**config.mk**
```make
export PLATFORM = sky130hd
export DESIGN_NAME = demux_1ton_stream
export DESIGN_NICKNAME = d
export VERILOG_FILES = /design/src/rtl/demux_pkg.sv /design/src/rtl/demux_slot.sv /design/src/rtl/demux_1ton_stream.sv
export SDC_FILE = /design/constraint.sdc
export NUM_CORES = 1
export LEC_CHECK = 0
export CORE_MARGIN = 1.5
export CORE_UTILIZATION = 45
export DETAILED_ROUTE_END_ITERATION = 12
export GPL_TIMING_DRIVEN = 0
export PLACE_DENSITY = 0.74
export SLEW_MARGIN = 15
export SYNTH_ARGS = -nofsm -noshare
export SYNTH_HDL_FRONTEND = slang
export SYNTH_SLANG_ARGS = --single-unit
```
**constraint.sdc**
```tcl
create_clock -name clk -period 2.5 [get_ports clk]
set_input_delay 0.375 -clock clk [delete_from_list [all_inputs] [get_ports clk]]
set_output_delay 0.375 -clock clk [all_outputs]
set_load 0.05 [all_outputs]
```
**src/rtl/demux_pkg.sv**
```systemverilog
// Shared types for the 1:N stream demux: slot state encoding and the select decoder.
// Pure definitions; no clocked logic.
package demux_pkg;

  localparam int MAX_N     = 16;
  localparam int MAX_SEL_W = 4;

  typedef enum logic {
    SLOT_EMPTY = 1'b0,
    SLOT_FULL  = 1'b1
  } slot_state_e;

  typedef struct packed {
    logic [MAX_N-1:0] mask;
    logic             oor;
  } sel_dec_t;

  // One-hot decode limited to the first n channels; selects at or beyond n raise oor with an empty mask.
  function automatic sel_dec_t decode_sel(input logic [MAX_SEL_W-1:0] sel, input int n);
    sel_dec_t r;
    r.mask = '0;
    r.oor  = (int'(sel) >= n);
    for (int i = 0; i < MAX_N; i++) begin
      if ((i < n) && (int'(sel) == i)) r.mask[i] = 1'b1;
    end
    return r;
  endfunction

endpackage

```
**src/rtl/demux_slot.sv**
```systemverilog
// One-entry output buffer for a single channel; load-to-valid latency 1 cycle.
// Holds data while out_ready is low; free also reports a same-cycle drain so the slot can reload back-to-back.
module demux_slot
  import demux_pkg::*;
#(
  parameter int WIDTH = 8
) (
  input  logic             clk,
  input  logic             rst,
  input  logic             load,
  input  logic [WIDTH-1:0] data_in,
  input  logic             out_ready,
  output logic             valid,
  output logic [WIDTH-1:0] data_out,
  output logic             free
);

  slot_state_e state;

  always_ff @(posedge clk) begin
    if (rst) begin
      state    <= SLOT_EMPTY;
      data_out <= '0;
    end else begin
      if (load) data_out <= data_in;
      case (state)
        SLOT_EMPTY: if (load) state <= SLOT_FULL;
        SLOT_FULL:  if (out_ready && !load) state <= SLOT_EMPTY;
        default:    state <= SLOT_EMPTY;
      endcase
    end
  end

  assign valid = (state == SLOT_FULL);
  assign free  = ~valid | out_ready;

endmodule

```
**src/rtl/demux_1ton_stream.sv**
```systemverilog
// Registered 1:N valid/ready demux with broadcast, out-of-range drop and transfer counter; latency 1 cycle.
// in_ready follows the targeted slot (or all slots for broadcast); out-of-range selects are always accepted.
module demux_1ton_stream
  import demux_pkg::*;
#(
  parameter int  WIDTH    = 8,
  parameter int  N        = 4,
  parameter bit  BCAST_EN = 1'b1,
  parameter int  CNT_W    = 16,
  localparam int SEL_W    = $clog2(N)
) (
  input  logic               clk,
  input  logic               rst,
  input  logic [SEL_W-1:0]   sel,
  input  logic               bcast,
  input  logic [WIDTH-1:0]   inp,
  input  logic               in_valid,
  output logic               in_ready,
  output logic [N*WIDTH-1:0] dout,
  output logic [N-1:0]       out_valid,
  input  logic [N-1:0]       out_ready,
  output logic               err,
  output logic [CNT_W-1:0]   xfer_cnt
);

  logic             bcast_eff;
  logic             uni_ready;
  logic             accept;
  sel_dec_t         dec;
  logic [N-1:0]     free;
  logic [N-1:0]     load;
  logic [MAX_N-1:0] free_ext;

  assign bcast_eff = BCAST_EN & bcast;
  assign dec       = decode_sel(MAX_SEL_W'(sel), N);
  assign free_ext  = MAX_N'(free);

  // Broadcast is all-or-nothing so every consumer sees the same transfer sequence.
  assign uni_ready = dec.oor | (|(dec.mask & free_ext));
  assign in_ready  = ~rst & (bcast_eff ? (&free) : uni_ready);
  assign accept    = in_valid & in_ready;

  for (genvar k = 0; k < N; k++) begin : g_slot
    assign load[k] = accept & (bcast_eff | dec.mask[k]);

    demux_slot #(
      .WIDTH(WIDTH)
    ) u_slot (
      .clk      (clk),
      .rst      (rst),
      .load     (load[k]),
      .data_in  (inp),
      .out_ready(out_ready[k]),
      .valid    (out_valid[k]),
      .data_out (dout[k*WIDTH +: WIDTH]),
      .free     (free[k])
    );
  end

  always_ff @(posedge clk) begin
    if (rst) begin
      err      <= 1'b0;
      xfer_cnt <= '0;
    end else begin
      err <= accept & ~bcast_eff & dec.oor;
      if (accept) xfer_cnt <= xfer_cnt + CNT_W'(1);
    end
  end

endmodule
```
# Word-level counts from Yosys, hierarchy flattened
# Cells that the tools add are included.
# W data, S select, Z words.
word_totals:
  register_bits: 52
  output_inout_bits: 54
classes:
  addsub: 1
  n_eq_ne: 3
  muxes: 17
  bitwise_logic: 20
  reduce_logical: 11
op_table:
  columns: ["op", "n"]
  rows:
  - ["$add A16 B1 Y16 const B", 1]
  - ["$reduce_or A16 Y1", 1]
  - ["$mux W1", 13]
  - ["$or A1 B1 Y1", 8]
  - ["$pmux W1 S2", 4]
  - ["$and A1 B1 Y1", 6]
  - ["$not A1 Y1", 5]
  - ["$and A4 B4 Y4", 1]
  - ["$eq A2 B2 Y1 const B", 2]
  - ["$logic_and A1 B1 Y1", 4]
  - ["$logic_not A1 Y1", 4]
  - ["$reduce_and A4 Y1", 1]
  - ["$eq A2 B1 Y1 const B", 1]
  - ["$logic_not A2 Y1", 1]

# Longest topological paths before layout
# Gate-level depths: netlist of the first run.
depth:
  ltp_word: 12
  ltp_mapped: 7

# Modules after synthesis
# Synthesis of the first run repeated with hierarchy kept, for this count alone.
unflattened:
  hier_cells: 231
  hier_area_um2: 2220.9
by_module_without_submodules:
  columns: ["mod", "n_inst", "cells_each", "area_per_inst_um2", "seq_area_each_um2"]
  rows:
  - ["demux_slot", 4, 30, 321.6, 180.2]
  - ["demux_1ton_stream", 1, 111, 934.6, 320.3]

# Worst setup path after synthesis of the first run
# OpenSTA, ideal clock, no wires.
synth_path:
  kind: "input to output"
  startpoint: "in out_ready[0]"
  endpoint: "out in_ready"
  arrival_time_ns: 2.307
  required_time_ns: 2.125
  path_slack_ns: -0.182
  stages: 3
  n_path_buf: 0
  cell_sequence: "and2b_1 > mux4_2 > a211oi_1"
synth_between:
  elab_chain_len: 5
  word_cells_on_any_way: 6
synth_lines:
  columns: ["element", "line", "source"]
  rows:
  - ["start, declared", "demux_1ton_stream.sv:21", "input logic [N-1:0] out_ready,"]
  - ["$or A1 B1 Y1 *", "demux_slot.sv:35", "assign free = ~valid | out_ready;"]
  - ["$and A4 B4 Y4", "demux_1ton_stream.sv:39", "assign uni_ready = dec.oor | (|(dec.mask & free_ext));"]
  - ["$reduce_or A16 Y1", "demux_1ton_stream.sv:39", null]
  - ["$mux W1 *", "demux_1ton_stream.sv:40", "assign in_ready = ~rst & (bcast_eff ? (&free) : uni_ready);"]
  - ["$and A1 B1 Y1 *", "demux_1ton_stream.sv:40", null]
  - ["end, declared", "demux_1ton_stream.sv:18", "output logic in_ready,"]
# Every way passes the cells marked *; elsewhere a longest branch is shown, timed or not.

# Worst setup path in the final report of the first run
# Ends and elaborated chain as after synthesis.

==> key figures, run 1 <==
Layout
  – Fin nets: about 330
  – Layout cell share with drive strength beyond 1: under 10%
  – Inserted Diodes: 0
  – Final cell count without fillers: 383
  – Most common cell after layout, fill and taps aside: clkdlybuf4s50_1
  – Fin util: around two thirds
  – Most frequent cells in the layout: clkdlybuf4s50_1 (68), dfxtp_1 (52), nor2_1 (45)
  – Area grow syn2layout: 37.6%

Outcome
  – Status: finished clean

Clock tree
  – CTS H-tree depth: 2
  – Post-CTS Setup Inserts: 0
  – Cts hold-fix bufs: 0
  – CTS tree: built
  – CTS max path bufs: 2
  – Clock latency on the worst-skew pair: around 0.31 ns
  – Clock transition at the registers of the reported paths: 0.08 ns
  – Post-CTS sizing: 6
  – Root Buffer: clkbuf_8
  – Clk sinks: 52
  – CTS Buf Count: 5

Critical path
  – Worst path arrival time: 2.07 ns
  – RR Startpoint: g_slot[3].u_slot.valid$_SDFF_PP0_
  – CP max-delay cell: mux4_2
  – CP endpoint kind: output pin
  – Capture point of the worst reg-to-reg path: xfer_cnt[1]$_SDFFE_PP0P_
  – Setup slack, reg-to-reg: 0.44 ns
  – Worst Setup SP: out_ready[0]
  – R2R depth: 6
  – CP startpoint kind: primary input
  – CP endpoint: in_ready
  – Critical-path cell list: clkdlybuf4s50_1, and2b_1, mux4_2, a211oi_2, buf_4
  – Crit path max fanout: 4
  – Max incr delay on CP: 0.53 ns
  – Worst endpoint required time: 2.12 ns
  – Critical path class: primary input to output pin

Place
  – Post-DP HPWL: 3980 µm
  – Final weighted congestion in routability-driven placement: 0.856
  – I/O Buffers: a little under 70
  – Placed Cells incl. Taps: 375

Yosys
  – Post-synth top area share: 45.0%
  – Async S/R FF share, synth: 0%
  – Mean Syn Cell Area: 9.68 µm²
  – Dominant synthesized flop cell: dfxtp_1
  – Post-synthesis cell count: 239
  – Syn nets: approximately 260
  – Ys Warns: 0
  – Post-synthesis register bit count: 52
  – Largest area contributor in the netlist: dfxtp_1
  – Synth cell types: 39
  – EDFF count, synth: 0
  – Register area share after synthesis: 45.0%
  – Top cells by area, synth: dfxtp_1 (45%), mux2i_1 (14%), nor2_1 (7.3%)
  – Synthesized area: 0.00231 mm²

Global routing
  – Largest net degree at the start of global routing: 16
  – Total congestion overflow: 0
  – First-pass GRT wire length: 8940 µm
  – Initial antenna violation count: 0
  – Vias in the first global route: 1826
  – GRT Util Overall: 21.2%

Worst hold path
  – Startpoint of the worst hold path: xfer_cnt[15]$_SDFFE_PP0P_
  – Hold WC Path Type: flip-flop to flip-flop

Drt
  – DR iter-0 viols: 88
  – DR pass1 iterations: 4
  – Routed WL: 5470 µm
  – WL/cell: 14.3 µm
  – Vias per inst: about 5
  – ANT nets after route: 0
  – Drt drc: 0
  – Vias: roughly 2000

Floorplan
  – I/O pin cnt: between 70 and 80
  – # rows: 25
  – Starting Density: between 40% and 50%
  – Core Footprint: ~0.0048 mm²
  – Area of the die: ~0.0056 mm²
  – Die Ht: between 70 and 80 µm
  – Die Wd: around 75 µm

Run
  – Max Cap Viol: 0

Power
  – Pwr Density: 583 mW/mm²
  – Peak supply drop: 444 µV
  – Pwr Total: 1.86 mW
  – Pleak: 1.17 nW

Timing
  – RSZ-0062 raised after global routing: no
  – Fin. Hold Viols: 0
  – Worst relative slew slack: 62.5%
  – Slew @ Worst Pin: 0.562 ns
  – Setup violations, final: 0
  – Fin crit share: roughly 100%
  – Final Skew: 0.00957 ns
  – Max Slew Vio Count: 0
  – Fmax: 408 MHz
  – Final min period: 2.45 ns
==> registers in the layout (all words and copies together) (netlist names) <==
signal / flops
g_slot.u_slot.valid: 4
xfer_cnt: 16
g_slot.u_slot.data_out: 32
==> stage by stage <==
step	setup WS [ns]	hold slack [ns]	area [µm²]	setup TNS [ns]
after floorplan	0.288	0.519	2320	0
after global placement	-0.565	0.469	3090	-0.764
after detailed placement	-0.552	0.478	3090	-1.20
after CTS	0.0478	0.490	3180	0
after global routing	0.00653	0.534	3180	0
final	0.0505	0.492	3180	0
==> layout make-up <==
cell class | count | area [µm²]
Timing Repair Buffer | 69 | 688
Sequential cell | 52 | 1040
Multi-Input combinational cell | 163 | 1130
Clock inverter | 1 | 7.51
Buffer | 18 | 120
Clock buffer | 7 | 86.3
Inverter | 6 | 22.5
Fill cell | 418 | 1660
Tap cell | 67 | 83.8
==> power breakdown <==
part	switching (mW)	internal [mW]
registers	0.0238	0.870
clock network	0.272	0.225
logic	0.289	0.178
==> critical path, delay by kind of cell <==
family,cells,cell delay [ns]
buffers and inverters,2,0.69
AOI/OAI and AO/OA,1,0.24
muxes,1,0.53
and+or+nand+nor,1,0.23
==> layer usage <==
| metal | up-vias | track usage (%) | wire length [µm] |
|---|---|---|---|
| met3 | 6 | 6.29 | 308 |
| met5 | - | 0 | 0 |
| met1 | 924 | 28.3 | 2550 |
| li1 | 984 | - | - |
| met2 | 40 | 34.0 | 2560 |
| met4 | 0 | 5.45 | 57 |
==> synth_stat cells, drive strengths merged (2+ instances only) <==
cell	number
or3	6
nand3	5
mux4	2
buf	13
o21ai	9
a21oi	14
nor3	2
or4	6
nor2	45
clkbuf	4
o211ai	3
nand2	4
a211oi	4
dfxtp	52
nand2b	2
nor2b	6
inv	6
or2b	2
o31ai	6
nand4	3
mux2i	33
==> worst min path at each step <==
stage	to	slack, ns	cells after the start
after detailed placement	xfer_cnt[15]$_SDFFE_PP0P_	0.48	2
final	xfer_cnt[15]$_SDFFE_PP0P_	0.49	2
after CTS	xfer_cnt[15]$_SDFFE_PP0P_	0.49	2
after global routing	g_slot[0].u_slot.data_out[1]$_SDFFE_PP0P_	0.53	2
after global placement	xfer_cnt[15]$_SDFFE_PP0P_	0.47	2
after floorplan	g_slot[3].u_slot.data_out[0]$_SDFFE_PP0P_	0.52	2
==> cell families after synthesis <==
logic type,Yosys count,synth area share [%]
flops,52,45.0
other cells,1,0.162
compound gates,39,12.5
buf+inv,24,6.16
mux,36,16.7
fa+ha+maj,1,0.541
simple gates,84,18.2
xor+xnor,2,0.757
No activity file was read; power rests on OpenSTA's default activity.
==> inputs of run 2 (changes only) <==
SKIP_LAST_GASP = 1   (was default)
==> results of run 2 <==
The final DEF is identical to that of run 1; final timing and power are the same.
==> inputs of run 3 (changes only) <==
CORE_UTILIZATION = 35   (was 45)
PLACE_DENSITY = 0.59   (was 0.74)
==> key figures, run 3 (synthesized netlist as in run 1, its figures left out) <==
Outcome
  – Status: finished clean (unchanged)

Critical path
  – R2R depth: 6 (unchanged)
  – Worst path arrival time: 2.02 ns (was 2.07 ns)
  – Critical path class: primary input to output pin (unchanged)
  – Capture point of the worst reg-to-reg path: xfer_cnt[1]$_SDFFE_PP0P_ (unchanged)
  – Worst endpoint required time: 2.12 ns (about the same)
  – CP startpoint kind: primary input (unchanged)
  – CP endpoint kind: output pin (unchanged)
  – CP max-delay cell: mux4_2 (unchanged)
  – Critical-path cell list: clkdlybuf4s50_1, and2b_1, mux4_2, a211oi_2, buf_6 (was clkdlybuf4s50_1, and2b_1, mux4_2, a211oi_2, buf_4)
  – Crit path max fanout: 3 (was 4)
  – Setup slack, reg-to-reg: 0.39 ns (was 0.44 ns)
  – RR Startpoint: g_slot[3].u_slot.valid$_SDFF_PP0_ (unchanged)
  – Max incr delay on CP: 0.49 ns (was 0.53 ns)

Global routing
  – Largest net degree at the start of global routing: 18 (was 16)
  – Initial antenna violation count: 0 (unchanged)
  – GRT Util Overall: 16.1% (was 21.2%)
  – Vias in the first global route: 1779 (was 1826)
  – First-pass GRT wire length: 9040 µm (was 8940 µm)
  – Total congestion overflow: 0 (unchanged)

Drt
  – Drt drc: 0 (unchanged)
  – Vias: 1977 (was 1954)
  – Routed WL: 5650 µm (was 5470 µm)
  – DR iter-0 viols: 81 (was 88)
  – ANT nets after route: 0 (unchanged)
  – Vias per inst: 5.02 (was 5.10)
  – WL/cell: 14.4 µm (was 14.3 µm)
  – DR pass1 iterations: 4 (unchanged)

Worst hold path
  – Startpoint of the worst hold path: xfer_cnt[15]$_SDFFE_PP0P_ (unchanged)
  – Hold WC Path Type: flip-flop to flip-flop (unchanged)
  – Hold depth: 2 (unchanged)
  – Hold Path End: xfer_cnt[15]$_SDFFE_PP0P_ (unchanged)

Layout
  – Most common cell after layout, fill and taps aside: clkdlybuf4s50_1 (unchanged)
  – Area occupied by multi-input gates: 0.00113 mm² (unchanged)
  – Final instance area: 0.00323 mm² (was 0.00318 mm²)
  – Inserted Diodes: 0 (unchanged)
  – Area grow syn2layout: 39.7% (was 37.6%)
  – Largest register FFs: 32 (unchanged)
  – Most frequent cells in the layout: clkdlybuf4s50_1 (67), dfxtp_1 (52), nor2_1 (45) (was clkdlybuf4s50_1 (68), dfxtp_1 (52), nor2_1 (45))
  – Fin nets: 335 (was 334)
  – Largest register by flop count: g_slot.u_slot.data_out (unchanged)
  – Reg area: 0.00104 mm² (unchanged)
  – # fillers: 611 (was 418)
  – Layout cell share with drive strength beyond 1: 9.78% (was 9.18%)

Power
  – NetSw: 0.603 mW (was 0.584 mW)
  – Pleak: 1.19 nW (was 1.17 nW)
  – Switching share of total power: 30.8% (was 31.5%)
  – Combinational share of power: 24.0% (was 25.1%)
  – Clock power share: 30.2% (was 26.8%)
  – Sequential share of power: 45.8% (was 48.1%)
  – Peak supply drop: 347 µV (was 444 µV)
  – Internal: 1.35 mW (was 1.27 mW)
  – Pwr Density: 605 mW/mm² (was 583 mW/mm²)

Clock tree
  – Clock transition at the registers of the reported paths: 0.09 ns (was 0.08 ns)
  – Clk sinks: 52 (unchanged)
  – CTS Buf Count: 5 (unchanged)
  – CTS H-tree depth: 2 (unchanged)
  – Clock latency on the worst-skew pair: 0.31 ns (about the same)
  – CTS max path bufs: 2 (unchanged)
  – CTS tree: built (unchanged)
  – Cts hold-fix bufs: 0 (unchanged)
  – Root Buffer: clkbuf_8 (unchanged)

Timing
  – Worst relative slew slack: 63.9% (was 62.5%)
  – Hold slack: 0.487 ns (was 0.492 ns)
  – Fmax: 417 MHz (was 408 MHz)
  – Max Slew Vio Count: 0 (unchanged)
  – Fin crit share: 95.9% (was 98.0%)
  – RSZ-0062 raised after global routing: no (unchanged)
  – Fin. Hold Viols: 0 (unchanged)
  – Final worst slack: 0.102 ns (was 0.0505 ns)
  – Final Skew: 0.00565 ns (was 0.00957 ns)
  – Slew @ Worst Pin: 0.540 ns (was 0.562 ns)
  – Final min period: 2.40 ns (was 2.45 ns)
  – Setup violations, final: 0 (unchanged)

Floorplan
  – Starting Density: 36.2% (was 47.7%)
  – Core Footprint: 0.00639 mm² (was 0.00485 mm²)
  – Die Wd: 84.3 µm (was 74.7 µm)
  – I/O pin cnt: 72 (unchanged)
  – Area of the die: 0.00711 mm² (was 0.00558 mm²)
  – # rows: 29 (was 25)
  – Die Ht: 84.3 µm (was 74.7 µm)

Place
  – Post-DP HPWL: 4050 µm (was 3980 µm)
  – Area after DPL: 0.00311 mm² (was 0.00309 mm²)
  – Pre-CTS WS: -0.545 ns (was -0.552 ns)
  – I/O Buffers: 69 (unchanged)
  – Final weighted congestion in routability-driven placement: 0.747 (was 0.856)

Run
  – Max Cap Viol: 0 (unchanged)
-- run 3: critical path: cells and delay by family --
| family | cells | cell delay, ns |
|---|---|---|
| buffers and inverters | 2 | 0.66 |
| muxes | 1 | 0.49 |
| AOI/OAI and AO/OA | 1 | 0.27 |
| and+or+nand+nor | 1 | 0.23 |
-- run 3: layout make-up --
cell class / instances / share of cell area [%]
Sequential cell: 52 / 32.2
Inverter: 6 / 0.697
Clock buffer: 5 / 2.13
Clock inverter: 3 / 1.43
Buffer: 18 / 3.72
Tap cell: 77 / 2.98
Multi-Input combinational cell: 163 / 35.1
Timing Repair Buffer: 70 / 21.7
-- run 3: per-layer routing --
metal / vias up / GRT usage (%) / routed length [µm]
met2: 58 / 26.3 / 2590
met3: 7 / 3.54 / 315
met4: 0 / 5.81 / 89
met1: 921 / 21.0 / 2660
met5: - / 0 / 0
li1: 991 / - / -
-- run 3: stage by stage --
step	util [%]	cells	total power, mW	setup TNS (ns)
floorplan	-	239	1.23	0
global placement	48.6	385	1.38	-1.13
detailed placement	48.6	385	1.38	-1.34
CTS	50.4	393	1.98	0
global route	50.6	394	2.04	0
finish	50.6	394	1.95	0
-- run 3: timing repair --
action | CTS | global route
pin swaps | 0 | 0
endpoints found under the setup margin | 1 | 1
resized for setup | 6 | 2
setup buffers | 0 | 1
-- run 3: power by group through the flow --
stage	logic (mW)	clock network [mW]	registers (mW)
2_1_floorplan	0.186	0	1.04
3_3_place_gp	0.467	0	0.914
3_5_place_dp	0.468	0	0.915
4_1_cts	0.470	0.618	0.896
5_1_grt	0.493	0.642	0.902
6_report	0.469	0.590	0.895
-- run 3: worst max path at each step --
stage	cells past startpoint	startpoint	slack, ns	end
floorplan	3	out_ready[0]	0.29	in_ready
global placement	5	out_ready[0]	-0.55	in_ready
detailed placement	4	sel[0]	-0.55	in_ready
CTS	5	out_ready[0]	0.04	in_ready
global route	5	out_ready[0]	0.04	in_ready
finish	5	out_ready[0]	0.10	in_ready
